--- src/rtl/bss_pkg.sv ---
// -----------------------------------------------------------------------------
// bss_pkg
// Shared definitions for the byte-serial subtractor slice of the codebase.
//   state_e            : controller states (IDLE, RUN, DONE)
//   DEF_WIDTH/SLICE    : default operand width and bits processed per cycle
//   OP_SUB / OP_ADD    : operation encoding, used only when BSS_ADD_MODE_EN
//                        is defined (adds the op port)
// -----------------------------------------------------------------------------
package bss_pkg;

  typedef enum logic [1:0] {
    S_IDLE = 2'd0,
    S_RUN  = 2'd1,
    S_DONE = 2'd2
  } state_e;

  localparam int DEF_WIDTH = 64;
  localparam int DEF_SLICE = 8;

  localparam logic OP_SUB = 1'b0;
  localparam logic OP_ADD = 1'b1;

endpackage

--- src/rtl/byte_serial_subtractor_if.sv ---
// -----------------------------------------------------------------------------
// byte_serial_subtractor_if
// Request/result handshake bundle for byte_serial_subtractor.
//   Request : in_valid, in_ready, a, b, bin (+ op when BSS_ADD_MODE_EN)
//   Result  : out_valid, out_ready, diff, bout, ovf
// Modports:
//   master : requester/consumer side (drives request, out_ready)
//   slave  : the subtractor itself
// Optional macro: BSS_ADD_MODE_EN adds the 1-bit op signal.
// -----------------------------------------------------------------------------
interface byte_serial_subtractor_if
  import bss_pkg::*;
#(
  parameter int WIDTH = DEF_WIDTH
);

  logic             in_valid;
  logic             in_ready;
  logic [WIDTH-1:0] a;
  logic [WIDTH-1:0] b;
  logic             bin;
`ifdef BSS_ADD_MODE_EN
  logic             op;
`endif
  logic             out_valid;
  logic             out_ready;
  logic [WIDTH-1:0] diff;
  logic             bout;
  logic             ovf;

  modport master (
    output in_valid, a, b, bin,
`ifdef BSS_ADD_MODE_EN
    output op,
`endif
    output out_ready,
    input  in_ready, out_valid, diff, bout, ovf
  );

  modport slave (
    input  in_valid, a, b, bin,
`ifdef BSS_ADD_MODE_EN
    input  op,
`endif
    input  out_ready,
    output in_ready, out_valid, diff, bout, ovf
  );

endinterface

--- src/rtl/sub_slice.sv ---
// -----------------------------------------------------------------------------
// sub_slice
// Combinational SLICE-bit subtract: {bout, d} = a - b - bin.
// Ports:
//   a, b  in  SLICE  operand slices
//   bin   in  1      borrow-in (carry-in in add mode)
//   op    in  1      only with BSS_ADD_MODE_EN; OP_ADD gives a + b + bin
//   d     out SLICE  result slice
//   bout  out 1      borrow-out (carry-out in add mode)
// -----------------------------------------------------------------------------
module sub_slice
  import bss_pkg::*;
#(
  parameter int SLICE = DEF_SLICE
) (
  input  logic [SLICE-1:0] a,
  input  logic [SLICE-1:0] b,
  input  logic             bin,
`ifdef BSS_ADD_MODE_EN
  input  logic             op,
`endif
  output logic [SLICE-1:0] d,
  output logic             bout
);

  // One extra bit: for subtraction a negative result wraps so that the top
  // bit is set, which is exactly the borrow-out.
  logic [SLICE:0] res;

  always_comb begin
    res = {1'b0, a} - {1'b0, b} - {{SLICE{1'b0}}, bin};
`ifdef BSS_ADD_MODE_EN
    if (op == OP_ADD) begin
      res = {1'b0, a} + {1'b0, b} + {{SLICE{1'b0}}, bin};
    end
`endif
  end

  assign d    = res[SLICE-1:0];
  assign bout = res[SLICE];

endmodule

--- src/rtl/byte_serial_subtractor.sv ---
// -----------------------------------------------------------------------------
// byte_serial_subtractor
// Multi-cycle D = A - B - bin over WIDTH bits, one SLICE-bit slice per clock,
// least-significant slice first, borrow rippling through a register.
// Ports:
//   clk  in   rising-edge clock
//   rst  in   synchronous active-high reset
//   bus  slave modport of byte_serial_subtractor_if
//        (in_valid/in_ready/a/b/bin request, out_valid/out_ready/diff/bout/ovf
//        result)
// Optional macro: BSS_ADD_MODE_EN adds bus.op; op=OP_ADD computes A + B + bin,
// bout becomes carry-out and ovf uses the addition overflow rule.
// Latency: accept at edge N -> out_valid after edge N+NSLICE.
// -----------------------------------------------------------------------------
module byte_serial_subtractor
  import bss_pkg::*;
#(
  parameter int WIDTH = DEF_WIDTH,
  parameter int SLICE = DEF_SLICE
) (
  input  logic                     clk,
  input  logic                     rst,
  byte_serial_subtractor_if.slave  bus
);

  localparam int NSLICE = WIDTH / SLICE;
  localparam int CNT_W  = (NSLICE > 1) ? $clog2(NSLICE) : 1;

  localparam logic [1:0] ST_IDLE = S_IDLE;
  localparam logic [1:0] ST_RUN  = S_RUN;
  localparam logic [1:0] ST_DONE = S_DONE;

  logic [1:0]       state_reg;
  logic [CNT_W-1:0] cnt_reg;
  logic [WIDTH-1:0] a_reg;
  logic [WIDTH-1:0] b_reg;
  logic             borrow_reg;
  logic             bout_reg;
  logic             ovf_reg;
  logic             out_valid_reg;
`ifdef BSS_ADD_MODE_EN
  logic             op_reg;
`endif

  logic [SLICE-1:0] a_sl [NSLICE];
  logic [SLICE-1:0] b_sl [NSLICE];
  logic [WIDTH-1:0] diff_w;

  logic [SLICE-1:0] slice_a;
  logic [SLICE-1:0] slice_b;
  logic [SLICE-1:0] slice_d;
  logic             slice_bout;
  logic             last_slice;
  logic             ovf_calc;

  // Split latched operands into slices; each diff slice is its own register,
  // written only on the RUN cycle whose counter selects it.
  generate
    for (genvar gi = 0; gi < NSLICE; gi++) begin : g_slice
      logic [SLICE-1:0] d_reg;

      assign a_sl[gi] = a_reg[gi*SLICE +: SLICE];
      assign b_sl[gi] = b_reg[gi*SLICE +: SLICE];
      assign diff_w[gi*SLICE +: SLICE] = d_reg;

      always_ff @(posedge clk) begin
        if (rst) begin
          d_reg <= '0;
        end else if (state_reg == ST_RUN && cnt_reg == CNT_W'(gi)) begin
          d_reg <= slice_d;
        end
      end
    end
  endgenerate

  assign slice_a    = a_sl[cnt_reg];
  assign slice_b    = b_sl[cnt_reg];
  assign last_slice = (cnt_reg == CNT_W'(NSLICE - 1));

  sub_slice #(
    .SLICE (SLICE)
  ) u_sub_slice (
    .a    (slice_a),
    .b    (slice_b),
    .bin  (borrow_reg),
`ifdef BSS_ADD_MODE_EN
    .op   (op_reg),
`endif
    .d    (slice_d),
    .bout (slice_bout)
  );

  // Signed overflow, evaluated on the last slice where slice_d carries the
  // result MSB before it is registered.
  always_comb begin
    ovf_calc = (a_reg[WIDTH-1] != b_reg[WIDTH-1]) &&
               (slice_d[SLICE-1] != a_reg[WIDTH-1]);
`ifdef BSS_ADD_MODE_EN
    if (op_reg == OP_ADD) begin
      ovf_calc = (a_reg[WIDTH-1] == b_reg[WIDTH-1]) &&
                 (slice_d[SLICE-1] != a_reg[WIDTH-1]);
    end
`endif
  end

  always_ff @(posedge clk) begin
    if (rst) begin
      state_reg     <= ST_IDLE;
      cnt_reg       <= '0;
      a_reg         <= '0;
      b_reg         <= '0;
      borrow_reg    <= 1'b0;
      bout_reg      <= 1'b0;
      ovf_reg       <= 1'b0;
      out_valid_reg <= 1'b0;
`ifdef BSS_ADD_MODE_EN
      op_reg        <= OP_SUB;
`endif
    end else begin
      case (state_reg)
        ST_IDLE: begin
          if (bus.in_valid) begin
            a_reg      <= bus.a;
            b_reg      <= bus.b;
            borrow_reg <= bus.bin;
`ifdef BSS_ADD_MODE_EN
            op_reg     <= bus.op;
`endif
            cnt_reg    <= '0;
            state_reg  <= ST_RUN;
          end
        end
        ST_RUN: begin
          borrow_reg <= slice_bout;
          cnt_reg    <= cnt_reg + 1'b1;
          if (last_slice) begin
            bout_reg      <= slice_bout;
            ovf_reg       <= ovf_calc;
            out_valid_reg <= 1'b1;
            state_reg     <= ST_DONE;
          end
        end
        ST_DONE: begin
          if (bus.out_ready) begin
            out_valid_reg <= 1'b0;
            state_reg     <= ST_IDLE;
          end
        end
        default: begin
          state_reg <= ST_IDLE;
        end
      endcase
    end
  end

  assign bus.in_ready  = (state_reg == ST_IDLE);
  assign bus.out_valid = out_valid_reg;
  assign bus.diff      = diff_w;
  assign bus.bout      = bout_reg;
  assign bus.ovf       = ovf_reg;

endmodule

--- src/flat_wrapper.sv ---
// flat-port wrapper written by rule: the top's interface ports become plain ports
module byte_serial_subtractor_flat import bss_pkg::*;
#(
  parameter int WIDTH = DEF_WIDTH,
  parameter int SLICE = DEF_SLICE
)
  (clk, rst, bus_in_valid, bus_a, bus_b, bus_bin, bus_out_ready, bus_in_ready, bus_out_valid, bus_diff, bus_bout, bus_ovf);
  byte_serial_subtractor_if #(.WIDTH(WIDTH)) bus_i ();
  input  logic clk;
  input  logic rst;
  input wire logic [$bits(bus_i.in_valid)-1:0] bus_in_valid;
  input wire logic [$bits(bus_i.a)-1:0] bus_a;
  input wire logic [$bits(bus_i.b)-1:0] bus_b;
  input wire logic [$bits(bus_i.bin)-1:0] bus_bin;
  input wire logic [$bits(bus_i.out_ready)-1:0] bus_out_ready;
  output wire logic [$bits(bus_i.in_ready)-1:0] bus_in_ready;
  output wire logic [$bits(bus_i.out_valid)-1:0] bus_out_valid;
  output wire logic [$bits(bus_i.diff)-1:0] bus_diff;
  output wire logic [$bits(bus_i.bout)-1:0] bus_bout;
  output wire logic [$bits(bus_i.ovf)-1:0] bus_ovf;
  assign bus_i.in_valid = bus_in_valid;
  assign bus_i.a = bus_a;
  assign bus_i.b = bus_b;
  assign bus_i.bin = bus_bin;
  assign bus_i.out_ready = bus_out_ready;
  assign bus_in_ready = bus_i.in_ready;
  assign bus_out_valid = bus_i.out_valid;
  assign bus_diff = bus_i.diff;
  assign bus_bout = bus_i.bout;
  assign bus_ovf = bus_i.ovf;
  byte_serial_subtractor #(.WIDTH(WIDTH), .SLICE(SLICE)) u_core (.clk(clk), .rst(rst), .bus(bus_i));
endmodule
--- config.mk ---
export PLATFORM = sky130hd
export DESIGN_NAME = byte_serial_subtractor_flat
export DESIGN_NICKNAME = d
export VERILOG_FILES = /design/src/rtl/bss_pkg.sv /design/src/rtl/byte_serial_subtractor_if.sv /design/src/rtl/sub_slice.sv /design/src/rtl/byte_serial_subtractor.sv /design/src/flat_wrapper.sv
export SDC_FILE = /design/constraint.sdc
export NUM_CORES = 1
export LEC_CHECK = 0
export CORE_ASPECT_RATIO = 0.7
export CORE_MARGIN = 10
export CORE_UTILIZATION = 45
export DETAILED_ROUTE_END_ITERATION = 8
export PLACE_DENSITY = 0.72
export RECOVER_POWER = 50
export REMOVE_ABC_BUFFERS = 1
export SYNTH_ARGS = -nofsm -noshare
export SYNTH_HDL_FRONTEND = slang
export SYNTH_SLANG_ARGS = --single-unit
--- constraint.sdc ---
create_clock -name clk -period 3.5 [get_ports clk]
set_input_delay 0.875 -clock clk [delete_from_list [all_inputs] [get_ports clk]]
set_output_delay 0.875 -clock clk [all_outputs]
set_load 0.05 [all_outputs]
Word level (Yosys, flattened, before mapping). Index checks and enable logic that the tools add are counted.

Output and inout bits: 68. Flip-flop bits (word level): 201. Input port bits: 133. Logic and storage cells: 70.

Mux-type cells: 17. Add/sub/neg operators: 3. Eq/ne operators: 14. Magnitude comparators: 1. Bitwise gates (word level): 1. Reductions and logical operators: 18.

Operators by type and width (count): binary-select mux 8 bit (select 3 bit) (2); 2-to-1 mux 8 bit (4); equality test 3 bit (second input constant) (4); logical AND 1 bit (9); subtractor 8 x 8 -> 9 bit (1); subtractor 9 x 1 -> 9 bit (1); equality test 3 x 2 -> 1 bit (second input constant) (2); 2-to-1 mux 2 bit (3); case mux 2 bit (3 select lines) (1); case mux 3 bit (2 select lines) (1); AND reduction 2 bit (3); AND reduction 3 bit (2); >= comparator 4 bit (second input constant) (1); inequality test 2 bit (second input constant) (2); inverter 3 -> 4 bit (1); case mux 1 bit (2 select lines) (2); nonzero test 2 bit (2); adder 3 x 1 -> 3 bit (second input constant) (1); equality test 3 x 1 -> 1 bit (second input constant) (1); logical NOT 3 bit (1); 2-to-1 mux 1 bit (3); 2-to-1 mux 3 bit (1); equality test 2 x 1 -> 1 bit (second input constant) (1); equality test 2 bit (second input constant) (1); other kinds (3) (4).

Depth between registers and ports, before layout. Gate-level depths: netlist of run 1.

Depth in word-level cells: 8. Mapped depth: 16. Mapped depth without buffers: 12.

Hierarchy. From an unflattened synthesis of run 1, not the netlist that was laid out.

Cell total of the unflattened synthesis: 1025. Area total of the unflattened synthesis: 9192.6 um2.

By module, submodules not included: byte_serial_subtractor (times used 1, cells each 952, area an instance 8653.3 um2, seq. area each 4023.9 um2); sub_slice (times used 1, cells each 73, area an instance 539.3 um2, seq. area each 0.0 um2).

Worst setup path before layout of run 1. No wires, ideal clock.

Kind: register -> register. Start point: reg u_core.cnt_reg[0]. End point: reg u_core.g_slice[0].d_reg[6]. Setup time: 0.136 ns. Buffers on the path: 2. Arrival time: 3.622 ns. Slack: -0.258 ns. Stages on the path, launching flop included: 14. Required time: 3.364 ns. Period minus slack after synthesis: 3.758 ns. Path through: dfxtp_1 -> buf_6 -> buf_1 -> mux4_2 -> nand2_1 -> nand2_1 -> fa_1 -> fa_1 -> a21boi_0 -> o21a_1 -> o21a_1 -> nor2_1 -> xor2_1 -> o31ai_1.

Longest elaborated chain between the ends: 6. Elaborated cells on any way between the ends: 11. Those cells by class: add/sub: 2; mux: 6; bitwise: 1; reduce/logical: 2.

RTL lines: start: declaration (RTL line byte_serial_subtractor.sv:34) `logic [CNT_W-1:0] cnt_reg;`; start signal: assignment (RTL line byte_serial_subtractor.sv:135) `cnt_reg <= cnt_reg + 1'b1;`; inverter 3 -> 4 bit (not written as such) (RTL line byte_serial_subtractor.sv:76, byte_serial_subtractor.sv:77); binary-select mux 8 bit (select 3 bit), on equally long branches (RTL line byte_serial_subtractor.sv:76, byte_serial_subtractor.sv:77); 2-to-1 mux 8 bit, on equally long branches (2 in a row) (RTL line byte_serial_subtractor.sv:76, byte_serial_subtractor.sv:77); subtractor 8 x 8 -> 9 bit (RTL line sub_slice.sv:31) `res = {1'b0, a} - {1'b0, b} - {{SLICE{1'b0}}, bin};`; subtractor 9 x 1 -> 9 bit (RTL line sub_slice.sv:31); end signal: assignment (RTL line byte_serial_subtractor.sv:70) `d_reg <= slice_d;`; end: declaration (RTL line byte_serial_subtractor.sv:60) `logic [SLICE-1:0] d_reg;`.

Several ways; a longest one is shown, not always the timed one. The select of a mux whose other input is x is not followed. A chain may end at the register's enable or synchronous reset.

Final worst setup path of run 1.
Start point: reg u_core.cnt_reg[0]. End point: reg u_core.g_slice[5].d_reg[6].

Longest elaborated chain between the ends: 6. Elaborated cells on any way between the ends: 11. Those cells by class: add/sub: 2; eq/ne: 1; mux: 6; bitwise: 1; reduce/logical: 1.

RTL lines (RTL line): inverter 3 -> 4 bit (not written as such) (byte_serial_subtractor.sv:76, byte_serial_subtractor.sv:77); binary-select mux 8 bit (select 3 bit), on equally long branches (byte_serial_subtractor.sv:76, byte_serial_subtractor.sv:77); 2-to-1 mux 8 bit, on equally long branches (2 in a row) (byte_serial_subtractor.sv:76, byte_serial_subtractor.sv:77); subtractor 8 x 8 -> 9 bit (sub_slice.sv:31); subtractor 9 x 1 -> 9 bit (sub_slice.sv:31); end signal: assignment (byte_serial_subtractor.sv:70); end: declaration (byte_serial_subtractor.sv:60).

Several ways; a longest one is shown, not always the timed one. The select of a mux whose other input is x is not followed.

==> impl_metrics.json, run 1 <==
{
  "critPathKind": "flip-flop to flip-flop",
  "min_to": "u_core.a_reg[29]",
  "firstDrtPassIters": 5,
  "htree_num_levels": 1,
  "synth_top_area_share_pct": 47.9,
  "yosys_warnings": 0,
  "gp_congestion": 0.807,
  "synth_common_cells": "nand2_1 (327), dfxtp_1 (201), a21oi_1 (168), clkbuf_1 (69), nor2_1 (43)",
  "portBuffers": 200,
  "crit_cells": 12,
  "via_per_inst": 5.22,
  "hpwl_mm": 17.6,
  "synth_seq_cells": 201,
  "synth_cells": 1003,
  "drc": 0,
  "synthesis.area_per_instance_um2": 8.38,
  "ys.flop_type": "dfxtp_1",
  "finalHoldViolCount": 0,
  "path_delay_family": "multiplexers",
  "grt_use_total_pct": 19.3,
  "post_drt_wl_per_cell_um": 17.3,
  "met3_usage_pct": 6.61,
  "ios": 201,
  "r2r_cells": 12,
  "netlist_area_mm2": 0.00840,
  "slew_headroom_pct": 17.0,
  "antenna_found_initial": 1,
  "ff2ff_setup_slack_ns": 0.23,
  "synth_edf_count": 0,
  "synth_top_cell_by_area": "dfxtp_1",
  "crit_chain": "buf_4 -> mux4_2 -> mux2i_1 -> ha_1 -> inv_1 -> ha_1 -> a21boi_0 -> o21a_1 -> o21a_1 -> nor2_1 -> xor2_4 -> o31ai_1",
  "clkTransAtPathRegs_ns": 0.06,
  "rows": 41,
  "cts_buffers": 20,
  "drtAntennaViolNets": 0,
  "drv_slew": 0,
  "clockRootBuffer": "clkbuf_16",
  "worstReg2RegEnd": "u_core.g_slice[5].d_reg[6]",
  "clkLatencyLatePin_ns": 0.49,
  "grt_pass1_wl_mm": 39.4,
  "stdcell_area_mm2": 0.0112,
  "finalCritPeriodShare_pct": 93.4,
  "tightest_slew_ns": 1.25,
  "fillers": 1607,
  "synth.area.top_cells": "dfxtp_1 (48%), nand2_1 (15%), a21oi_1 (10%), mux4_2 (8.3%), clkbuf_1 (3.1%)",
  "start_util_pct": 46.3,
  "p_total_mw": 5.57,
  "ir_worst_vdd_v": 0.000258,
  "nNetsFinal": 1321,
  "worstPathRequired_ns": 3.85,
  "grt-ovfl-total": 0,
  "synthMostInstantiatedCell": "nand2_1",
  "pwr_density_cell_mw_per_mm2": 496,
  "vias": 7413,
  "die_area_mm2": 0.0246,
  "hold_path.class": "flip-flop to flip-flop",
  "grt_pass1_vias": 7499,
  "wirelength_mm": 24.5,
  "met1_usage_pct": 26.2,
  "end_kind": "flip-flop",
  "ys_types": 39,
  "arrival_ns": 3.62,
  "die_w_um": 183,
  "path_buf_inv": 2,
  "core-area_mm2": 0.0182,
  "regToRegStartpoint": "u_core.cnt_reg[0]",
  "grt_max_degree": 63,
  "die_y_um": 134,
  "cts_tree": "built",
  "clkSinkCount": 201,
  "grt_busiest_layer": "met2",
  "critPathMaxStageDelay_ns": 0.51,
  "seq_area_frac_synth_pct": 47.9,
  "fin_tns_setup_ns": 0,
  "status": "finished, final reports clean",
  "grt_setup_unrepaired": "false",
  "critPathLaunchType": "flip-flop",
  "cellLeakagePower_nw": 4.19,
  "ctsHoldBuffers": 0,
  "drive_above_1_share_pct": 7.53,
  "whs_path_depth": 2,
  "async_reset_ff_share_pct": 0,
  "period_needed_ns": 3.27,
  "setup_viol": 0,
  "dpl_cell_area_mm2": 0.0106,
  "first_iter_violations": 658,
  "use_met2_pct": 29.3,
  "clock_path_buffers": 3,
  "skew_ns": 0.0125,
  "fmax_mhz": 306,
  "hp-start": "u_core.a_reg[29]",
  "slowest_stage": "mux4_2",
  "post_cts_buffers": 0,
  "path_max_fanout": 8,
  "areaGrowthSynthToFinish_pct": 33.9,
  "max_cap_violations": 0
}
-- stage by stage --
stage | worst slack, ns | util (%) | instances | hold WS [ns]
final | 0.231 | 61.9 | 1419 | 0.450
after global routing | 0.0266 | 61.9 | 1418 | 0.468
after CTS | 0.000720 | 61.8 | 1418 | 0.455
after detailed placement | -0.100 | 58.3 | 1382 | 0.445
after global placement | -0.0582 | 58.3 | 1382 | 0.440
after floorplan | -0.810 | - | 927 | 0.427
-- how the worst max path moves through the flow --
stage                                            end              start  slack (ns)
final                     u_core.g_slice[5].d_reg[6]  u_core.cnt_reg[0]        0.23
after global routing                 u_core.bus.bout  u_core.cnt_reg[0]        0.03
after CTS                 u_core.g_slice[4].d_reg[7]  u_core.cnt_reg[0]      0.0007
after detailed placement  u_core.g_slice[5].d_reg[6]  u_core.cnt_reg[0]       -0.10
after global placement    u_core.g_slice[3].d_reg[6]  u_core.cnt_reg[0]       -0.06
after floorplan           u_core.g_slice[0].d_reg[6]  u_core.cnt_reg[0]       -0.81
-- power breakdown --
| group | internal [mW] | leakage, nW | switching, mW |
|---|---|---|---|
| sequential | 2.40 | 1.64 | 0.0660 |
| clock | 1.22 | 0.312 | 0.869 |
| combinational | 0.437 | 2.23 | 0.580 |
| total | 4.06 | 4.19 | 1.51 |
-- cell type report --
type                            instances  area, um2  area share, %
Multi-Input combinational cell        708       4060           36.1
Sequential cell                       201       4030           35.8
Timing Repair Buffer                  219       2160           19.2
Clock buffer                           31        583           5.18
Tap cell                              236        295           2.63
Inverter                               18       67.6          0.601
Clock inverter                          5       50.0          0.445
Antenna cell                            1       2.50         0.0223
-- per-layer routing --
metal / routed length [um] / part of all wire, % / up-vias
met1: 11800 / 48 / 3442
li1: - / - / 3729
met5: 0 / 0 / -
met3: 2110 / 8.6 / 28
met4: 289 / 1.2 / 0
met2: 10300 / 42 / 214
-- kinds of logic (layout without fill, tap and decap cells) --
family,after synthesis,in the layout,share of synthesized area (%)
AO/OA/AOI/OAI,227,227,15.1
flip-flops,201,201,47.9
multiplexers,41,41,9.56
buffers and inverters,94,273,4.29
adder cells (fa/ha/maj),20,20,3.16
XOR/XNOR,3,3,0.313
other,0,1,0
AND/OR/NAND/NOR,417,417,19.7
-- worst reg2reg max path: cells and delay by family (launching register included) --
kind / cells / cell delay [ns]
flip-flops: 1 / 0.43
AND/OR/NAND/NOR: 1 / 0.25
multiplexers: 2 / 0.68
buffers and inverters: 2 / 0.26
XOR/XNOR: 1 / 0.32
adder cells (fa/ha/maj): 2 / 0.52
AO/OA/AOI/OAI: 4 / 0.67
-- placed cells by master, fill, tap and decap left out, types with 2 or more instances in the layout --
master / synthesis / routed
clkdlybuf4s50_1: 0 / 198
dfxtp_1: 201 / 199
nand3_1: 24 / 24
inv_1: 17 / 17
and3_1: 6 / 6
clkbuf_16: 0 / 21
and2_1: 3 / 3
clkbuf_8: 0 / 2
nor2_1: 43 / 43
o21a_1: 3 / 3
nor3b_1: 2 / 2
nand2b_1: 6 / 5
buf_6: 1 / 3
clkbuf_1: 69 / 8
mux4_2: 31 / 31
a21oi_1: 168 / 168
nand2_1: 327 / 326
o31ai_1: 16 / 15
fa_1: 2 / 2
mux2i_1: 8 / 8
a31oi_1: 12 / 12
a211oi_1: 17 / 17
o21ai_0: 5 / 5
ha_1: 18 / 18
clkinv_2: 0 / 4
buf_4: 0 / 14
-- repair_timing --
action | CTS | global route
cloned | 0 | 0
gates resized for setup | 1 | 7
endpoints found under the setup margin | 8 | 19
(Power assumes the default switching activity.)
==> run 2: changes to the inputs <==
- REMOVE_ABC_BUFFERS: 1 -> unset
==> run 2 against run 1 <==
The flow now finishes with violations (capacitance limit, slew limit). Maximum frequency down 0.82%. Clock power up 7%. Cell count up 0.21%. Critical path depth unchanged. Utilization up 0.70 points. Wire length up 3.7%. Highest routed layer unchanged. Sequential cell count unchanged.
==> impl_metrics.json, run 2 (same netlist as run 1, synthesis figures left out) <==
{
  "tightest_slew_ns": 2.04,
  "nNetsFinal": 1327,
  "fmax_mhz": 303,
  "synth_fp_nets": 1156,
  "drive_above_1_share_pct": 8.09,
  "grt_pass1_wl_mm": 39.7,
  "hold_path.class": "flip-flop to flip-flop",
  "max_cap_violations": 1,
  "fin_tns_setup_ns": 0,
  "p_total_mw": 5.76,
  "wirelength_mm": 25.4,
  "ios": 201,
  "post_drt_wl_per_cell_um": 17.9,
  "slew_headroom_pct": -36.3,
  "core-area_mm2": 0.0182,
  "antenna_found_initial": 0,
  "layout_commonest_cell": "nand2_1",
  "grt_use_total_pct": 19.8,
  "critPathKind": "flip-flop to flip-flop",
  "die_area_mm2": 0.0246,
  "cts_buffers": 20,
  "vias": 7509,
  "firstDrtPassIters": 5,
  "pwr_density_cell_mw_per_mm2": 506,
  "cellLeakagePower_nw": 4.23,
  "via_per_inst": 5.28,
  "final_cell_mix": "nand2_1 (327), clkdlybuf4s50_1 (199), dfxtp_1 (199), a21oi_1 (168), nor2_1 (43)",
  "finalCritPeriodShare_pct": 94.2,
  "critPathLaunchType": "flip-flop",
  "grt-ovfl-total": 0,
  "arrival_ns": 3.69,
  "grt_pass1_vias": 7250,
  "fillers": 1604,
  "start_util_pct": 46.3,
  "ir_worst_vdd_v": 0.000247,
  "finalHoldViolCount": 0,
  "grt_max_degree": 70,
  "gp_congestion": 0.854,
  "crit_start": "u_core.cnt_reg[0]",
  "hp-start": "u_core.a_reg[30]",
  "drv_slew": 63,
  "path_max_fanout": 8,
  "rows": 41,
  "drc": 0,
  "cts_tree": "built",
  "clockRootBuffer": "clkbuf_16",
  "die_y_um": 134,
  "setup_viol": 0,
  "hpwl_mm": 18.8,
  "ctsHoldBuffers": 0,
  "areaGrowthSynthToFinish_pct": 35.4,
  "worstPathRequired_ns": 3.89,
  "htree_num_levels": 1,
  "postLayoutCoreUtil_pct": 62.6,
  "clkSinkCount": 201,
  "die_w_um": 183,
  "status": "complete, but fails checks",
  "first_iter_violations": 704,
  "antenna_cells": 0,
  "clock_path_buffers": 3,
  "skew_ns": 0.0161,
  "multi_input_area_mm2": 0.00406,
  "seqCellArea_mm2": 0.00403,
  "period_needed_ns": 3.30,
  "regToRegStartpoint": "u_core.cnt_reg[0]",
  "violations": "capacitance limit, slew limit",
  "drtAntennaViolNets": 0,
  "portBuffers": 200,
  "clkTransAtPathRegs_ns": 0.06,
  "clkLatencyLatePin_ns": 0.50,
  "end_kind": "flip-flop",
  "grt_setup_unrepaired": "false"
}
-- run 2: worst max-delay path: stages (launching register included) --
cell      delay [ns]
dfxtp_4         0.43
mux4_2          0.52
nand2_1         0.08
nand2_1         0.08
fa_2            0.42
fa_1            0.43
a21boi_0        0.28
o21a_1          0.17
o21a_1          0.13
nor2_1          0.07
xor2_2          0.17
buf_4           0.17
o31ai_1         0.24
-- run 2: layer usage --
metal	track usage, %	share of wire (%)	vias to the layer above
li1	-	-	3729
met3	5.42	8.8	27
met2	30.6	44	256
met5	0	0	-
met4	3.09	1.2	0
met1	27.4	46	3497
-- run 2: final timing paths --
kind              slack [ns]  cells past startpoint                    endpoint
setup / recovery        0.20                     12  u_core.g_slice[5].d_reg[6]
hold / removal          0.45                      2            u_core.a_reg[30]
setup reg to reg        0.20                     12  u_core.g_slice[5].d_reg[6]
hold reg to reg         0.45                      2            u_core.a_reg[30]
-- run 2: layout make-up --
class	instances	area share, %
Timing Repair Buffer	225	19.7
Sequential cell	201	35.4
Clock buffer	29	5.06
Tap cell	236	2.60
Clock inverter	5	0.880
Inverter	18	0.594
Multi-Input combinational cell	708	35.7
-- run 2: metrics by stage --
| stage | area (um2) | hold WS [ns] | worst slack, ns | cells |
|---|---|---|---|---|
| 2_1_floorplan | 8410 | 0.433 | 0.0163 | 1003 |
| 3_3_place_gp | 10600 | 0.439 | 0.0436 | 1387 |
| 6_report | 11400 | 0.454 | 0.204 | 1422 |
| 5_1_grt | 11400 | 0.468 | 0.0116 | 1422 |
| 4_1_cts | 11300 | 0.455 | 0.0651 | 1421 |
| 3_5_place_dp | 10600 | 0.447 | -0.0622 | 1387 |
-- run 2: power breakdown --
group          switching [mW]  leakage, nW  total [mW]  internal (mW)
clock                   0.874        0.330        2.23           1.36
sequential             0.0711         1.64        2.47           2.40
combinational           0.587         2.26        1.05          0.463
-- run 2: what timing repair did --
action	4_1_cts	5_1_grt
pin swaps	0	1
endpoints found under the hold margin	0	0
setup endpoints to repair	17	19
resized for setup	3	7
buffers inserted	0	1
